--- config.mk ---
export PLATFORM = sky130hd
export DESIGN_NAME = sid_voice_mixer
export DESIGN_NICKNAME = d
export VERILOG_FILES = /design/src/rtl/sid_voice_mixer_pkg.sv /design/src/rtl/sid_voice_mixer_saturate.sv /design/src/rtl/sid_voice_mixer.sv
export SDC_FILE = /design/constraint.sdc
export NUM_CORES = 1
export LEC_CHECK = 0
export ABC_AREA = 0
export CAP_MARGIN = 20
export CELL_PAD_IN_SITES_DETAIL_PLACEMENT = 1
export CELL_PAD_IN_SITES_GLOBAL_PLACEMENT = 1
export CORE_ASPECT_RATIO = 1.75
export CORE_MARGIN = 2
export CORE_UTILIZATION = 42
export DETAILED_ROUTE_END_ITERATION = 12
export GPL_TIMING_DRIVEN = 0
export HOLD_SLACK_MARGIN = 0.06
export MAX_ROUTING_LAYER = met4
export PLACE_DENSITY_LB_ADDON = 0.1
export SYNTH_ARGS = -nofsm -noshare
export SYNTH_HDL_FRONTEND = slang
export SYNTH_HIERARCHICAL = 1
export SYNTH_SLANG_ARGS = --single-unit
--- constraint.sdc ---
create_clock -name clock -period 4.84 [get_ports clock]
set_input_delay 1.21 -clock clock [delete_from_list [all_inputs] [get_ports clock]]
set_output_delay 1.21 -clock clock [all_outputs]
set_load 0.02 [all_outputs]
--- src/rtl/sid_voice_mixer_pkg.sv ---
// Shared types and constants for the SID voice mixer: sequencer states,
// source indices, datapath widths and the default-width clamp helper.
package sid_voice_mixer_pkg;

    typedef enum logic [2:0] {
        S_IDLE    = 3'd0,
        S_ACC_V1  = 3'd1,
        S_ACC_V2  = 3'd2,
        S_ACC_V3  = 3'd3,
        S_ACC_EXT = 3'd4,
        S_MIX     = 3'd5,
        S_SCALE   = 3'd6
    } state_t;

    localparam int SRC_V1  = 0;
    localparam int SRC_V2  = 1;
    localparam int SRC_V3  = 2;
    localparam int SRC_EXT = 3;

    localparam int VOICE_W = 12;
    localparam int ACC_W   = 14;
    localparam int AUDIO_W = 20;

    // Clamp a 17-bit signed sum into 16 bits (default filter return width).
    function automatic logic [15:0] sat_17to16(input logic [16:0] x);
        if (x[16] != x[15]) begin
            return x[16] ? 16'h8000 : 16'h7FFF;
        end
        return x[15:0];
    endfunction

endpackage

--- src/rtl/sid_voice_mixer_saturate.sv ---
// Parameterised signed clamp from IN_W bits down to OUT_W bits.
// Shared with the filter block, hence kept free of mixer specifics.
module sid_mix_saturate #(
    parameter int IN_W  = 17,
    parameter int OUT_W = 16
) (
    input  logic [IN_W-1:0]  i_din,
    output logic [OUT_W-1:0] o_dout
);

    localparam int HB = IN_W - OUT_W + 1;

    logic [HB-1:0] w_top;
    logic          w_fits;

    // The value fits when every bit above the output sign bit matches it.
    assign w_top  = i_din[IN_W-1:OUT_W-1];
    assign w_fits = (w_top == {HB{1'b0}}) || (w_top == {HB{1'b1}});

    always_comb begin
        o_dout = i_din[OUT_W-1:0];
        if (!w_fits) begin
            if (i_din[IN_W-1]) begin
                o_dout = {1'b1, {(OUT_W-1){1'b0}}};
            end else begin
                o_dout = {1'b0, {(OUT_W-1){1'b1}}};
            end
        end
    end

endmodule

--- src/rtl/sid_voice_mixer.sv ---
// SID voice mixer: routes three voices and ext_in to filter/direct sums with one
// shared adder, mixes the filter return, saturates and applies master volume.
//
// state     | meaning
// ----------|-----------------------------------------------------------
// S_IDLE    | wait for ce_1m, snapshot inputs, clear accumulators
// S_ACC_V1  | accumulate voice1 into its path
// S_ACC_V2  | accumulate voice2 into its path
// S_ACC_V3  | accumulate voice3 (direct path muted by voice3_off)
// S_ACC_EXT | accumulate ext_in, publish filter_in with filter_valid
// S_MIX     | direct sum + filtered_in, saturate to FILT_W
// S_SCALE   | multiply by volume, publish audio_out with audio_valid
module sid_voice_mixer
    import sid_voice_mixer_pkg::*;
#(
    parameter int FILT_W = 16,
    parameter bit EXT_EN = 1'b1
) (
    input  logic              clock,
    input  logic              reset,
    input  logic              ce_1m,
    input  logic [11:0]       voice1,
    input  logic [11:0]       voice2,
    input  logic [11:0]       voice3,
    input  logic [11:0]       ext_in,
    input  logic [3:0]        filt_route,
    input  logic              voice3_off,
    input  logic [3:0]        volume,
    input  logic [FILT_W-1:0] filtered_in,
    output logic [13:0]       filter_in,
    output logic              filter_valid,
    output logic [19:0]       audio_out,
    output logic              audio_valid,
    output logic              overrun
);

    localparam int PROD_W = FILT_W + 5;

    state_t                r_state;
    logic [VOICE_W-1:0]    r_v1;
    logic [VOICE_W-1:0]    r_v2;
    logic [VOICE_W-1:0]    r_v3;
    logic [VOICE_W-1:0]    r_ext;
    logic [3:0]            r_route;
    logic                  r_v3_off;
    logic [3:0]            r_vol;
    logic [ACC_W-1:0]      r_filt_acc;
    logic [ACC_W-1:0]      r_dir_acc;
    logic [FILT_W-1:0]     r_sat;

    logic [VOICE_W-1:0]    w_src;
    logic                  w_route;
    logic                  w_mute;
    logic [ACC_W-1:0]      w_operand;
    logic [ACC_W-1:0]      w_acc_a;
    logic [ACC_W-1:0]      w_acc_sum;
    logic signed [FILT_W:0] w_mix_sum;
    logic [FILT_W-1:0]     w_sat;
    logic signed [PROD_W-1:0] w_prod;
    logic [AUDIO_W-1:0]    w_audio;

    always_comb begin
        w_src   = '0;
        w_route = 1'b0;
        w_mute  = 1'b0;
        case (r_state)
            S_ACC_V1: begin
                w_src   = r_v1;
                w_route = r_route[SRC_V1];
            end
            S_ACC_V2: begin
                w_src   = r_v2;
                w_route = r_route[SRC_V2];
            end
            S_ACC_V3: begin
                w_src   = r_v3;
                w_route = r_route[SRC_V3];
                w_mute  = !r_route[SRC_V3] && r_v3_off;
            end
            S_ACC_EXT: begin
                w_src   = r_ext;
                w_route = r_route[SRC_EXT];
                w_mute  = !EXT_EN;
            end
            default: begin
                w_src   = '0;
            end
        endcase
    end

    // One shared adder: the route bit picks which accumulator feeds it.
    assign w_operand = w_mute ? '0 : ACC_W'($signed(w_src));
    assign w_acc_a   = w_route ? r_filt_acc : r_dir_acc;
    assign w_acc_sum = w_acc_a + w_operand;

    assign w_mix_sum = (FILT_W+1)'($signed(r_dir_acc)) + (FILT_W+1)'($signed(filtered_in));

    sid_mix_saturate #(
        .IN_W  (FILT_W + 1),
        .OUT_W (FILT_W)
    ) u_sat (
        .i_din  (w_mix_sum),
        .o_dout (w_sat)
    );

    // Volume is unsigned, so it enters the signed multiply with a zero MSB.
    assign w_prod  = PROD_W'($signed(r_sat)) * PROD_W'($signed({1'b0, r_vol}));
    assign w_audio = AUDIO_W'(w_prod);

    always_ff @(posedge clock) begin
        if (!reset) begin
            r_state      <= S_IDLE;
            r_v1         <= '0;
            r_v2         <= '0;
            r_v3         <= '0;
            r_ext        <= '0;
            r_route      <= '0;
            r_v3_off     <= 1'b0;
            r_vol        <= '0;
            r_filt_acc   <= '0;
            r_dir_acc    <= '0;
            r_sat        <= '0;
            filter_in    <= '0;
            filter_valid <= 1'b0;
            audio_out    <= '0;
            audio_valid  <= 1'b0;
            overrun      <= 1'b0;
        end else begin
            filter_valid <= 1'b0;
            audio_valid  <= 1'b0;
            if (ce_1m && (r_state != S_IDLE)) begin
                overrun <= 1'b1;
            end
            case (r_state)
                S_IDLE: begin
                    if (ce_1m) begin
                        r_v1       <= voice1;
                        r_v2       <= voice2;
                        r_v3       <= voice3;
                        r_ext      <= ext_in;
                        r_route    <= filt_route;
                        r_v3_off   <= voice3_off;
                        r_vol      <= volume;
                        r_filt_acc <= '0;
                        r_dir_acc  <= '0;
                        r_state    <= S_ACC_V1;
                    end
                end
                S_ACC_V1, S_ACC_V2, S_ACC_V3: begin
                    if (w_route) begin
                        r_filt_acc <= w_acc_sum;
                    end else begin
                        r_dir_acc  <= w_acc_sum;
                    end
                    r_state <= state_t'(r_state + 3'd1);
                end
                S_ACC_EXT: begin
                    if (w_route) begin
                        r_filt_acc <= w_acc_sum;
                        filter_in  <= w_acc_sum;
                    end else begin
                        r_dir_acc  <= w_acc_sum;
                        filter_in  <= r_filt_acc;
                    end
                    filter_valid <= 1'b1;
                    r_state      <= S_MIX;
                end
                S_MIX: begin
                    r_sat   <= w_sat;
                    r_state <= S_SCALE;
                end
                S_SCALE: begin
                    audio_out   <= w_audio;
                    audio_valid <= 1'b1;
                    r_state     <= S_IDLE;
                end
                default: begin
                    r_state <= S_IDLE;
                end
            endcase
        end
    end

endmodule
[Word-level counts from Yosys, hierarchy flattened]
Cells that the tools add are included.
Widths: inputs -> output; s select.
Word-level totals
  bits in registers: 141
  input port bits: 76
  word-level logic and storage cells: 58
Operators by class
  $add $sub $neg: 3
  multiply operators: 1
  equal/unequal tests: 9
  multiplexer cells: 16
  reduce and logical (&&, ||, !) cells: 13
Operator list (count)
  $mux 14: 5
  $pmux 14 s2: 2
  $pmux 12 s4: 1
  $mux 16: 2
  $mul 16x5->20: 1
  $add 14x16->17: 1
  $add 14x14->14: 1
  $pmux 3 s4: 1
  $eq 3x3->1 const B: 3
  $eq 3x2->1 const B: 2
  $ne 2x2->1 const B: 2
  $pmux 1 s4: 1
  $reduce_and 2->1: 2
  $reduce_or 4->1: 1
  $add 3x1->3 const B: 1
  $eq 3x1->1 const B: 1
  $logic_not 3->1: 1
  $mux 1: 3
  $mux 3: 1
  $reduce_and 3->1: 1
  $reduce_bool 3->1: 1
  $reduce_or 3->1: 1
  $eq 2x2->1 const B: 1
  $logic_and 1x1->1: 2
  other kinds (4): 4

[Depth between registers and ports, before layout]
  depth in word-level cells: 7
  depth in mapped cells: 19
  gate-level depth less buffers: 14

[By module]
The synthesis kept the hierarchy.
By module, submodules not included
  sid_voice_mixer: times used 1, cells each 1212, area each 9467.8 µm², sequential area each 2822.7 µm²
  sid_mix_saturate: times used 1, cells each 23, area each 201.4 µm², sequential area each 0.0 µm²

[Worst setup path before layout]
No wires, ideal clock.
  path type: flip-flop to flip-flop
  from: register r_state[2]
  to: register r_dir_acc[10]
  data arrival time: 3.876 ns
  path slack: 0.836 ns
  stages on the path, launching flop included: 20
  period minus slack after synthesis: 4.004 ns
  cell sequence: dfxtp_1 -> buf_2 -> inv_1 -> buf_1 -> ha_1 -> buf_4 -> a32oi_1 -> o21ai_2 -> buf_2 -> clkbuf_1 -> nand2_1 -> nand2_1 -> ha_1 -> fa_1 -> a211oi_1 -> o21a_1 -> nor3_1 -> or3b_1 -> a22oi_1 -> nor2_1
Between the ends
  cells in the longest elaborated chain, start to end: 6
RTL lines
  start: declaration: line sid_voice_mixer.sv:39  | state_t r_state;
  start signal: assignment: line sid_voice_mixer.sv:155  | r_state <= state_t'(r_state + 3'd1);
  $eq 3x3->1, or another cell as far along: line sid_voice_mixer.sv:66, sid_voice_mixer.sv:134
  $pmux 1 s4, or another cell as far along: line sid_voice_mixer.sv:66  | case (r_state)
  $mux 14, on equally long branches: line sid_voice_mixer.sv:93, sid_voice_mixer.sv:92
  $add 14x14->14: line sid_voice_mixer.sv:94  | assign w_acc_sum = w_acc_a + w_operand;
  $mux 14: line sid_voice_mixer.sv:150, sid_voice_mixer.sv:158
  $pmux 14 s2: line sid_voice_mixer.sv:134  | case (r_state)
  end signal: assignment: line sid_voice_mixer.sv:153  | r_dir_acc <= w_acc_sum;
  end signal: assignment: line sid_voice_mixer.sv:162  | r_dir_acc <= w_acc_sum;
  end: declaration: line sid_voice_mixer.sv:48  | logic [ACC_W-1:0] r_dir_acc;
Several ways; a longest one is shown, not always the timed one. The select of a mux whose other input is x is not followed.
A chain may end at the register's enable or synchronous reset.

[Worst setup path in the final report]
Same ends and word-level chain as after synthesis.

==> flow_metrics.env <==
export IMPL_synth_common_cells="nand2_1, dfxtp_1, a21oi_1, inv_1, ha_1"
export IMPL_cp_slowest_cell="dfxtp_1"
export IMPL_synthTopCellsByArea="dfxtp_1, nand2_1, ha_1, fa_1, a21oi_1"
export IMPL_rsz0062_at_grt="false"
export IMPL_core_area_mm2=0.0227
export IMPL_crit_chain="clkbuf_4 > clkinvlp_4 > ha_1 > buf_4 > a32oi_1 > o21ai_2 > buf_2 > clkbuf_2 > nand2_1 > nand2_1 > ha_1 > fa_1 > a211oi_4 > o21a_1 > nor3_1 > or3b_1 > a22oi_1 > nor2_1"
export IMPL_synth_edf_count=0
export IMPL_port_buffer_count=112
export IMPL_grt_max_degree=17
export IMPL_vdd_ir_drop_max_mv=0.255
export IMPL_hold_viol_final=0
export IMPL_area_delta_synth_final_pct=22.5
export IMPL_nets=1549
export IMPL_synth_cells=1235
export IMPL_highest_layer="met4"
export IMPL_place_congestion=0.918
export IMPL_drc_errors=0
export IMPL_clock_sinks=141
export IMPL_ys_types=72
export IMPL_avgSynthCellArea_um2=7.83
export IMPL_holdBufCountCts=0
export IMPL_cts_buffers=17
export IMPL_setup_viol=0
export IMPL_cts_tree="built"
export IMPL_leakagePower_uw=0.00506
export IMPL_clkTransAtPathRegs_ps=60
export IMPL_synth_area_mm2=0.00967
export IMPL_ios=113
export IMPL_path_class="flip-flop to flip-flop"
export IMPL_grtUsageTotal_pct=29.4
export IMPL_layout_drive_gt1_share_pct=5.95
export IMPL_yosys_area_top_type_share_pct=29.2
export IMPL_ys_seq_area_share_pct=29.2
export IMPL_antenna_found_initial=0
export IMPL_final_util_pct=52.3
export IMPL_ys_async_sr_fraction_pct=0
export IMPL_firstDrtPassIters=4
export IMPL_arrival_ps=4910
export IMPL_crit_path_start_kind="flip-flop"
export IMPL_crit_fanout=10
export IMPL_ys_ff_latch=141
export IMPL_powerDensity_mw_per_mm2=343
export IMPL_yosys_area_top_type="dfxtp_1"
export IMPL_met3_wirelength_um=904
export IMPL_grt_pass1_wl_um=53600
export IMPL_dp_hpwl_um=26500
export IMPL_period_minus_slack_ps=4570
export IMPL_clk_path_buf_depth=2
export IMPL_crit_required_ps=5170
export IMPL_drv_cap=0
export IMPL_max_freq_mhz=219
export IMPL_dr_wl_met2_um=19100
export IMPL_status="finished clean"
export IMPL_die_w_um=119
export IMPL_core_rowCount=73
export IMPL_wl_per_cell_um=19.8
export IMPL_fin_cells=1679
export IMPL_yosysMostFrequentCell="nand2_1"
export IMPL_syn_nets=1418
export IMPL_ys_warn_count=6
export IMPL_vias=9432
export IMPL_met1_length_um=11600
export IMPL_grt_pass1_vias=10400
export IMPL_min_path_type="flip-flop to flip-flop"
export IMPL_finalCritPeriodShare_pct=94.4
export IMPL_worstSkewPairLatency_ps=460
export IMPL_relSlewSlack_pct=36.4
export IMPL_first_iter_violations=328
export IMPL_avgViaCountPerCell=5.62
export IMPL_wirelength_um=33300
export IMPL_synthFlopType="dfxtp_1"
export IMPL_die_area_mm2=0.0243
export IMPL_slew_violations=0
export IMPL_htreeDepth=4
export IMPL_grt_ovfl_total=0
export IMPL_dp_cells=1647
export IMPL_initial_core_util_pct=42.7
export IMPL_die_y_um=205
export IMPL_end_kind="flip-flop"
export IMPL_n_antenna_cell=0
export IMPL_skew_ps=10.2
export IMPL_crit_path_max_incr_delay_ps=470
export IMPL_root_buffer="clkbuf_16"
export IMPL_ant_nets=0
export IMPL_worst_pin_slew_ps=954
[placed cells by master (no fill, tap or decap), drive strengths merged, types with 12 or more instances in the layout]
| cell type | Yosys | layout |
|---|---|---|
| nand2 | 256 | 256 |
| dfxtp | 141 | 141 |
| a21oi | 120 | 120 |
| clkdlybuf4s50 | 0 | 112 |
| inv | 87 | 89 |
| ha | 73 | 73 |
| nor2 | 71 | 71 |
| clkbuf | 40 | 61 |
| and2 | 54 | 54 |
| o21ai | 44 | 44 |
| fa | 34 | 34 |
| a21o | 32 | 32 |
| buf | 32 | 30 |
| nand3 | 28 | 28 |
| xnor2 | 23 | 23 |
| a22oi | 22 | 22 |
| nor3 | 12 | 12 |
| a22o | 12 | 12 |
[what timing repair did]
| action | in CTS | in global routing |
|---|---|---|
| setup buffers | 1 | 0 |
| endpoints found under the setup margin | 15 | 10 |
| gates cloned | 0 | 0 |
| gates resized for setup | 2 | 5 |
[stage by stage]
step	TNS, ps	total power [uW]	worst slack (ps)	cell area [um2]	hold slack, ps
2_1_floorplan	0	2140	836	9670	436
3_3_place_gp	-1750	2560	-230	11200	439
3_5_place_dp	-2430	2590	-251	11200	449
4_1_cts	0	4090	185	11800	458
5_1_grt	0	4260	3.36	11800	469
6_report	0	4060	269	11800	457
[power breakdown]
group          switching, uW  total, uW  internal [uW]
Clock                    561       1490            932
Sequential              82.0       1350           1270
Combinational            806       1220            411
Total                   1450       4060           2620
[worst max-delay path, delay by kind of cell (launching register included)]
family	cells	cell delay [ps]
AO/OA/AOI/OAI	5	1150
buffers and inverters	5	1100
adder cells (fa/ha/maj)	3	950
AND/OR/NAND/NOR	5	770
flip-flops	1	470
[registers in the layout (all words and copies together) (netlist names), 14 cells and up]
name / count
r_sat: 16
r_dir_acc: 14
audio_out: 20
r_filt_acc: 14
filter_in: 14
[cell families after synthesis]
kind of cell / count (synthesis) / synth area share, %
flip-flops: 141 / 29.2
XOR/XNOR: 30 / 2.72
AND/OR/NAND/NOR: 466 / 21.8
AO/OA/AOI/OAI: 326 / 22.2
adder cells (fa/ha/maj): 107 / 16.5
multiplexers: 6 / 0.621
buffers and inverters: 159 / 6.94
[cell type report]
| cell class | count | area [um2] |
|---|---|---|
| multi-input cells | 935 | 6190 |
| repair buffers | 113 | 1130 |
| well taps | 300 | 375 |
| plain buffers | 71 | 345 |
| flip-flops and latches | 141 | 2820 |
| clock inverters | 13 | 211 |
| clock buffers | 19 | 443 |
| inverters | 87 | 330 |
| fillers | 2892 | 10800 |
[metal layers]
layer / vias up / track usage, %
met5: - / -
li1: 4502 / -
met3: 93 / 3.76
met4: 0 / 15.8
met1: 4638 / 27.3
met2: 199 / 57.3
[path summary, 6_finish.rpt]
kind,endpoint,start,cells past startpoint,slack [ps]
worst max-delay path,r_dir_acc[10],r_state[2],18,270
worst min-delay path,r_v1[3],r_v1[3],2,460
worst max register to register,r_dir_acc[10],r_state[2],18,270
worst min register to register,r_v1[3],r_v1[3],2,460
No activity file was read; power rests on OpenSTA's default activity.
